[src/rtl/pc_sequencer.sv]
// Instruction sequencer: fetches over req/ack, decodes, and drives the PC write port.
// Optional one-deep CALL/RET link register is enabled by defining PC_SEQ_CALL_EN.
module pc_sequencer #(
   parameter int unsigned OPERAND_WIDTH = 11,
   parameter int unsigned OPCODE_WIDTH  = 5
) (
   input  logic                                  clock,
   input  logic                                  pc_reset,
   input  logic [OPERAND_WIDTH-1:0]              pc_out,
   input  logic [OPCODE_WIDTH+OPERAND_WIDTH-1:0] instr_in,
   input  logic                                  mem_ack,
   input  logic                                  flag_z,
   input  logic                                  flag_n,
   input  logic                                  exec_done,
   output logic                                  mem_req,
   output logic                                  ir_wr,
   output logic [OPERAND_WIDTH-1:0]              pc_in,
   output logic                                  pc_wr,
   output logic                                  halted
);

   localparam logic [OPCODE_WIDTH-1:0] OP_HLT  = OPCODE_WIDTH'(5'b00000);
   localparam logic [OPCODE_WIDTH-1:0] OP_BR   = OPCODE_WIDTH'(5'b01000);
   localparam logic [OPCODE_WIDTH-1:0] OP_BZ   = OPCODE_WIDTH'(5'b01001);
   localparam logic [OPCODE_WIDTH-1:0] OP_BN   = OPCODE_WIDTH'(5'b01010);
   localparam logic [OPCODE_WIDTH-1:0] OP_CALL = OPCODE_WIDTH'(5'b01011);
   localparam logic [OPCODE_WIDTH-1:0] OP_RET  = OPCODE_WIDTH'(5'b01100);

   typedef enum logic [2:0] {StIdle, StFetch, StDecode, StExec, StHalt} state_e;

   state_e                   state_q, state_d;
   logic [OPCODE_WIDTH-1:0]  opcode_q, opcode_d;
   logic [OPERAND_WIDTH-1:0] operand_q, operand_d;
   logic                     flag_z_q, flag_z_d;
   logic                     flag_n_q, flag_n_d;
   logic [OPERAND_WIDTH-1:0] pc_inc;
`ifdef PC_SEQ_CALL_EN
   logic [OPERAND_WIDTH-1:0] link_q, link_d;
`endif

   assign pc_inc = pc_out + OPERAND_WIDTH'(1);

   always_ff @(posedge clock or posedge pc_reset) begin
      if (pc_reset) begin
         state_q   <= StIdle;
         opcode_q  <= '0;
         operand_q <= '0;
         flag_z_q  <= 1'b0;
         flag_n_q  <= 1'b0;
`ifdef PC_SEQ_CALL_EN
         link_q    <= '0;
`endif
      end else begin
         state_q   <= state_d;
         opcode_q  <= opcode_d;
         operand_q <= operand_d;
         flag_z_q  <= flag_z_d;
         flag_n_q  <= flag_n_d;
`ifdef PC_SEQ_CALL_EN
         link_q    <= link_d;
`endif
      end
   end

   always_comb begin
      state_d   = state_q;
      opcode_d  = opcode_q;
      operand_d = operand_q;
      flag_z_d  = flag_z_q;
      flag_n_d  = flag_n_q;
`ifdef PC_SEQ_CALL_EN
      link_d    = link_q;
`endif
      mem_req   = 1'b0;
      ir_wr     = 1'b0;
      pc_wr     = 1'b0;
      pc_in     = '0;
      halted    = 1'b0;

      case (state_q)
         StIdle: state_d = StFetch;
         StFetch: begin
            mem_req = 1'b1;
            if (mem_ack) begin
               ir_wr     = 1'b1;
               opcode_d  = instr_in[OPCODE_WIDTH+OPERAND_WIDTH-1:OPERAND_WIDTH];
               operand_d = instr_in[OPERAND_WIDTH-1:0];
               state_d   = StDecode;
            end
         end
         StDecode: begin
            // Flags are frozen here so later datapath activity cannot redirect a branch.
            flag_z_d = flag_z;
            flag_n_d = flag_n;
            state_d  = StExec;
         end
         StExec: begin
            case (opcode_q)
               OP_HLT: state_d = StHalt;
               OP_BR: begin
                  pc_wr   = 1'b1;
                  pc_in   = operand_q;
                  state_d = StFetch;
               end
               OP_BZ: begin
                  pc_wr   = 1'b1;
                  pc_in   = flag_z_q ? operand_q : pc_inc;
                  state_d = StFetch;
               end
               OP_BN: begin
                  pc_wr   = 1'b1;
                  pc_in   = flag_n_q ? operand_q : pc_inc;
                  state_d = StFetch;
               end
               OP_CALL: begin
                  pc_wr   = 1'b1;
                  state_d = StFetch;
`ifdef PC_SEQ_CALL_EN
                  pc_in   = operand_q;
                  link_d  = pc_inc;
`else
                  pc_in   = pc_inc;
`endif
               end
               OP_RET: begin
                  pc_wr   = 1'b1;
                  state_d = StFetch;
`ifdef PC_SEQ_CALL_EN
                  pc_in   = link_q;
`else
                  pc_in   = pc_inc;
`endif
               end
               default: begin
                  if (exec_done) begin
                     pc_wr   = 1'b1;
                     pc_in   = pc_inc;
                     state_d = StFetch;
                  end
               end
            endcase
         end
         StHalt: halted = 1'b1;
         default: state_d = StIdle;
      endcase
   end

endmodule
[config.mk]
export PLATFORM = sky130hd
export DESIGN_NAME = pc_sequencer
export DESIGN_NICKNAME = d
export VERILOG_FILES = /design/src/rtl/pc_sequencer.sv
export SDC_FILE = /design/constraint.sdc
export NUM_CORES = 1
export LEC_CHECK = 0
export ABC_AREA = 1
export BUFFER_PORTS_ARGS = -buffer_cell sky130_fd_sc_hd__buf_4
export CELL_PAD_IN_SITES_DETAIL_PLACEMENT = 1
export CELL_PAD_IN_SITES_GLOBAL_PLACEMENT = 2
export CORE_MARGIN = 3
export CORE_UTILIZATION = 28
export DETAILED_ROUTE_END_ITERATION = 8
export HOLD_SLACK_MARGIN = 0.06
export MAX_ROUTING_LAYER = met4
export PLACE_DENSITY = 0.83
export REMOVE_ABC_BUFFERS = 1
export SLEW_MARGIN = 20
export SYNTH_ARGS = -nofsm -noshare
export SYNTH_HDL_FRONTEND = slang
export SYNTH_SLANG_ARGS = --single-unit
[constraint.sdc]
create_clock -name clock -period 4.1 [get_ports clock]
set_clock_uncertainty 0.15 [all_clocks]
set_input_delay 0.82 -clock clock [delete_from_list [all_inputs] [get_ports clock]]
set_output_delay 0.82 -clock clock [all_outputs]
set_load 0.005 [all_outputs]
Word-level counts from Yosys, hierarchy flattened
Index checks and enable logic that the tools add are counted.
Widths: inputs -> output; s select.
{"block": "classes", "addsub": 1, "multipliers": 0, "div": 0, "order_cmp": 0, "eq_ne": 11, "shifts": 0, "n_mux": 16, "bitwise": 1, "reduce_logical": 6}
{"cell": "$pmux 11 s5", "count": 1}
{"cell": "$mux 11", "count": 4}
{"cell": "$eq 5x4->1 const B", "count": 5}
{"cell": "$pmux 3 s5", "count": 1}
{"cell": "$add 11x1->11 const B", "count": 1}
{"cell": "$eq 3x2->1 const B", "count": 2}
{"cell": "$mux 1", "count": 6}
{"cell": "$mux 3", "count": 2}
{"cell": "$pmux 3 s2", "count": 1}
{"cell": "$logic_not 5->1", "count": 1}
{"cell": "$reduce_or 5->1", "count": 1}
{"cell": "$ne 4x4->1 const B", "count": 1}
{"cell": "$eq 3x1->1 const B", "count": 1}
{"cell": "$eq 3x3->1 const B", "count": 1}
{"cell": "$logic_not 3->1", "count": 1}
{"cell": "$reduce_and 3->1", "count": 1}
{"cell": "$ne 2x2->1 const B", "count": 1}
{"cell": "$pmux 1 s2", "count": 1}
{"cell": "$reduce_and 2->1", "count": 1}
{"cell": "$reduce_or 2->1", "count": 1}
{"cell": "$not 1->1", "count": 1}
{"block": "word_totals", "ff_bits": 21, "latchBits": 0, "ram_bits": 0, "romBits": 0, "input_bits": 33, "out_inout_bits": 15, "wordCells": 40, "n_memories": 0}

Logic depth before layout (Yosys ltp)
{"block": "logic_depth", "ltp_word": 4, "ltp_mapped": 10, "mapped_depth_nobuf": 9}

Worst setup path before layout
Ideal clock, no wire load.
{"block": "synth_timing", "path_type": "input-to-output", "start": "in pc_out[0]", "end": "out pc_in[10]", "t_arrival_ps": 1645, "t_required_ps": 3130, "slack_ps": 1485, "stages": 9, "n_path_buf": 0, "path_cell_list": "ha_1 > nand2_1 > nor2_2 > nand2_1 > nand2_1 > nand2_1 > inv_1 > nand3_1 > a21oi_1"}
{"block": "synth_via", "elab_chain_len": 4, "word_cells_on_any_way": 6, "classes_between": "add/sub (1); mux (5)"}
{"item": "start: declaration", "line": "9", "rtl": "input logic [OPERAND_WIDTH-1:0] pc_out,"}
{"item": "$add 11x1->11 (*)", "line": "41", "rtl": "assign pc_inc = pc_out + OPERAND_WIDTH'(1);"}
{"item": "$mux 11 (on tied branches)", "line": "135, 107, 112"}
{"item": "$pmux 11 s5 (*)", "line": "98", "rtl": "case (opcode_q)"}
{"item": "$mux 11 (*)", "line": "80", "rtl": "case (state_q)"}
{"item": "end: declaration", "line": "17", "rtl": "output logic [OPERAND_WIDTH-1:0] pc_in,"}
Mark *: on every way between the ends. The rest lies on a longest branch, timed or not.

Worst setup path after layout
Same ends and word-level chain as after synthesis.

==> results by group <==
Job
  • Max-cap viol count: 0

Finish
  • Fin area: 0.00186 mm2
  • P&R area growth vs syn: 32.4%
  • Nets@finish: between 200 and 300
  • Most frequent cells in the layout: nand2_1 (66), buf_4 (48), inv_1 (27), nand3_1 (27), dfrtp_1 (21)
  • Ant diodes: 0
  • Layout cells sized above 1: 0.246
  • Layout Cells excl Fill: 319
  • Commonest non-fill, non-tap cell in the layout: nand2_1

Hold path
  • Min-Delay Path Class: reg -> reg
  • Min-delay src: operand_q[4]

Die
  • Rows: 25
  • I/O pins: 48
  • Initial Util: 0.293
  • Die area: 0.00590 mm2
  • Die span in x: 76.8 um
  • Die Y: 76.8 um
  • Core area: 0.00479 mm2

Synth
  • Sequential area share after synthesis: 0.374
  • Mapped Avg Cell Area: 6.85 um2
  • Number of synthesized register bits: 21
  • Netlist cell types: 25
  • Commonest register cell after synthesis: dfrtp_1
  • Synth Cell Area: 0.00140 mm2
  • Cells after synthesis: 205
  • Post-synth EDFFs: 0
  • Async set-reset flop share out of synthesis: 1.00
  • Syn. warnings: 0

Setup path
  • Critical R2R Launch: state_q[1]
  • Cell Chain, Critical Path: buf_4 > ha_1 > nand2_1 > nor2_2 > nand2_1 > nand2_1 > nand2_1 > inv_1 > nand3_1 > a21oi_1 > buf_4
  • Crit path DAT: 1.96 ns
  • Kind of critical path: in -> out
  • Most frequent CP cell: nand2_1
  • Critical path launch point: pc_out[0]
  • CP required: between 3 and 4 ns
  • CP max FO: 4
  • Crit path launch type: input port
  • Worst stage delay on the critical path: 0.19 ns
  • CP endpoint kind: primary output
  • Slowest CP cell: ha_1

Clocking
  • TritonCTS Buffers: 3
  • Num Clock Sinks: 21
  • H-tree Lvls: 1
  • Hold Buf Count CTS: 0
  • Post-CTS sizing: 0
  • Post-CTS setup repair buffer count: 0
  • CTS tree: built
  • Clk buf depth: 2
  • Clock Pin Slew Worst Setup and Hold Paths: ~0.07 ns
  • Root Buffer Master: clkbuf_8
  • Clk Latency, worst-skew pair: approximately 0.25 ns

Outcome
  • Status: complete, no violations

Route
  • Total number of vias: 1434
  • Detailed router's first-iteration violation count: 58
  • Vias/cell: 4.50
  • Post-Route WL: about 3.9 mm
  • Wirelength per Cell: 12.2 um
  • Drt drc: 0
  • DRT antenna net count: 0
  • Pre-Repair DR Iteration Count: 4

STA
  • Highest Clock Rate: approximately 340 MHz
  • Slew HR: 0.477
  • Final Max Slew Viols: 0
  • Post-route minimum period: between 2 and 3 ns
  • Final worst setup slack: between 1 and 1.5 ns
  • Setup TNS: 0 ns
  • RSZ-0062 raised after global routing: false
  • Setup violators final: 0
  • Period utilisation layout: 0.716
  • Worst Tran Pin Value: 0.783 ns
  • Final Hold Viols: 0

Placement
  • Port bufs: 47
  • GP Congestion: just under 0.8
  • Pre-CTS setup slack: around 1.2 ns
  • DP Area: 0.00181 mm2
  • HPWL after DPL: 3.10 mm
  • Cell total after placement: 315

Power
  • VDD IR max: 0.221 mV
  • Cell Pwr Density: 585 mW/mm2
  • Combinational share of power: 0.534
  • Sw Pwr: 492 uW
  • Power share of the clock group: 0.121
  • Sequential share of power: 0.345
  • Sw frac: 0.452
  • LEAKAGE: 0.000992 uW
  • Cell Int Power: 595 uW

GRT
  • Antenna violations before repair: 0
  • Vias in the first global route: 1489
  • Global-route wire length before repair: 6.78 mm
  • Largest net degree at the start of global routing: 23
  • Gr ovfl total: 0
  • Gr usage total: 0.143
==> through the flow <==
stage | total power, uW | util | hold WS, ns
6_report | 1090 | 0.388 | 0.338
5_1_grt | 1200 | 0.388 | 0.361
4_1_cts | 1110 | 0.388 | 0.339
3_5_place_dp | 967 | 0.379 | 0.318
3_3_place_gp | 957 | 0.379 | 0.314
2_1_floorplan | 739 | - | 0.299
==> cell type report <==
class / instances / area (um2)
Sequential cell: 21 / 526
Clock buffer: 4 / 45.0
Timing Repair Buffer: 48 / 360
Tap cell: 67 / 83.8
Inverter: 27 / 101
Multi-Input combinational cell: 152 / 743
Fill cell: 632 / 2930
==> power by group through the flow <==
stage                     Sequential, uW  Clock [uW]  Combinational, uW
after floorplan                      359           0                380
after global placement               373           0                583
after detailed placement             377           0                589
after CTS                            374         139                592
after global routing                 387         146                670
final                                375         132                580
==> final timing paths <==
path,cells after the start,slack [ns],end
min in group asynchronous,2,0.56,operand_q[1]
min reg2reg,2,0.34,operand_q[4]
min,2,0.34,operand_q[4]
max,11,1.17,pc_in[10]
max reg2reg,8,2.25,operand_q[7]
max in group asynchronous,2,2.75,operand_q[8]
==> flip-flops by register name, summed over array words and instances (netlist names) <==
signal / count
flag_n_q: 1
operand_q: 11
state_q: 3
flag_z_q: 1
opcode_q: 5
==> synthesized netlist by cell type, types with 2 or more instances <==
library cell   n  area, um2
nand4_1        2       12.5
inv_1         27        101
nand2_2        2       12.5
xor2_1         5       43.8
nand3_2        3       30.0
nor2_1        12       45.0
a21oi_1       13       65.1
o21ai_0        6       30.0
nand3_1       27        135
nor2_2         4       25.0
nor3_1         3       15.0
buf_2          3       15.0
nand2_1       66        248
dfrtp_1       21        526
==> critical path, delay by kind of cell <==
kind                       cells  cell delay (ns)
buffers and inverters          3             0.26
and+or+nand+nor                6             0.54
adders and majority gates      1             0.19
AOI/OAI and AO/OA              1             0.15
==> layer usage <==
layer / global-route usage / part of all wire
met5: - / 0
met3: 0.0200 / 0.033
met2: 0.234 / 0.48
met4: 0.0435 / 0.0064
met1: 0.183 / 0.48
==> logic make-up (layout without fill, tap and decap cells) <==
logic type | Yosys count | in the layout | synth area share
flops | 21 | 21 | 0.374
compound gates | 24 | 24 | 0.0936
buf+inv | 32 | 79 | 0.0963
fa+ha+maj | 1 | 1 | 0.00891
simple gates | 122 | 122 | 0.396
xor+xnor | 5 | 5 | 0.0312
(Power assumes the default switching activity.)
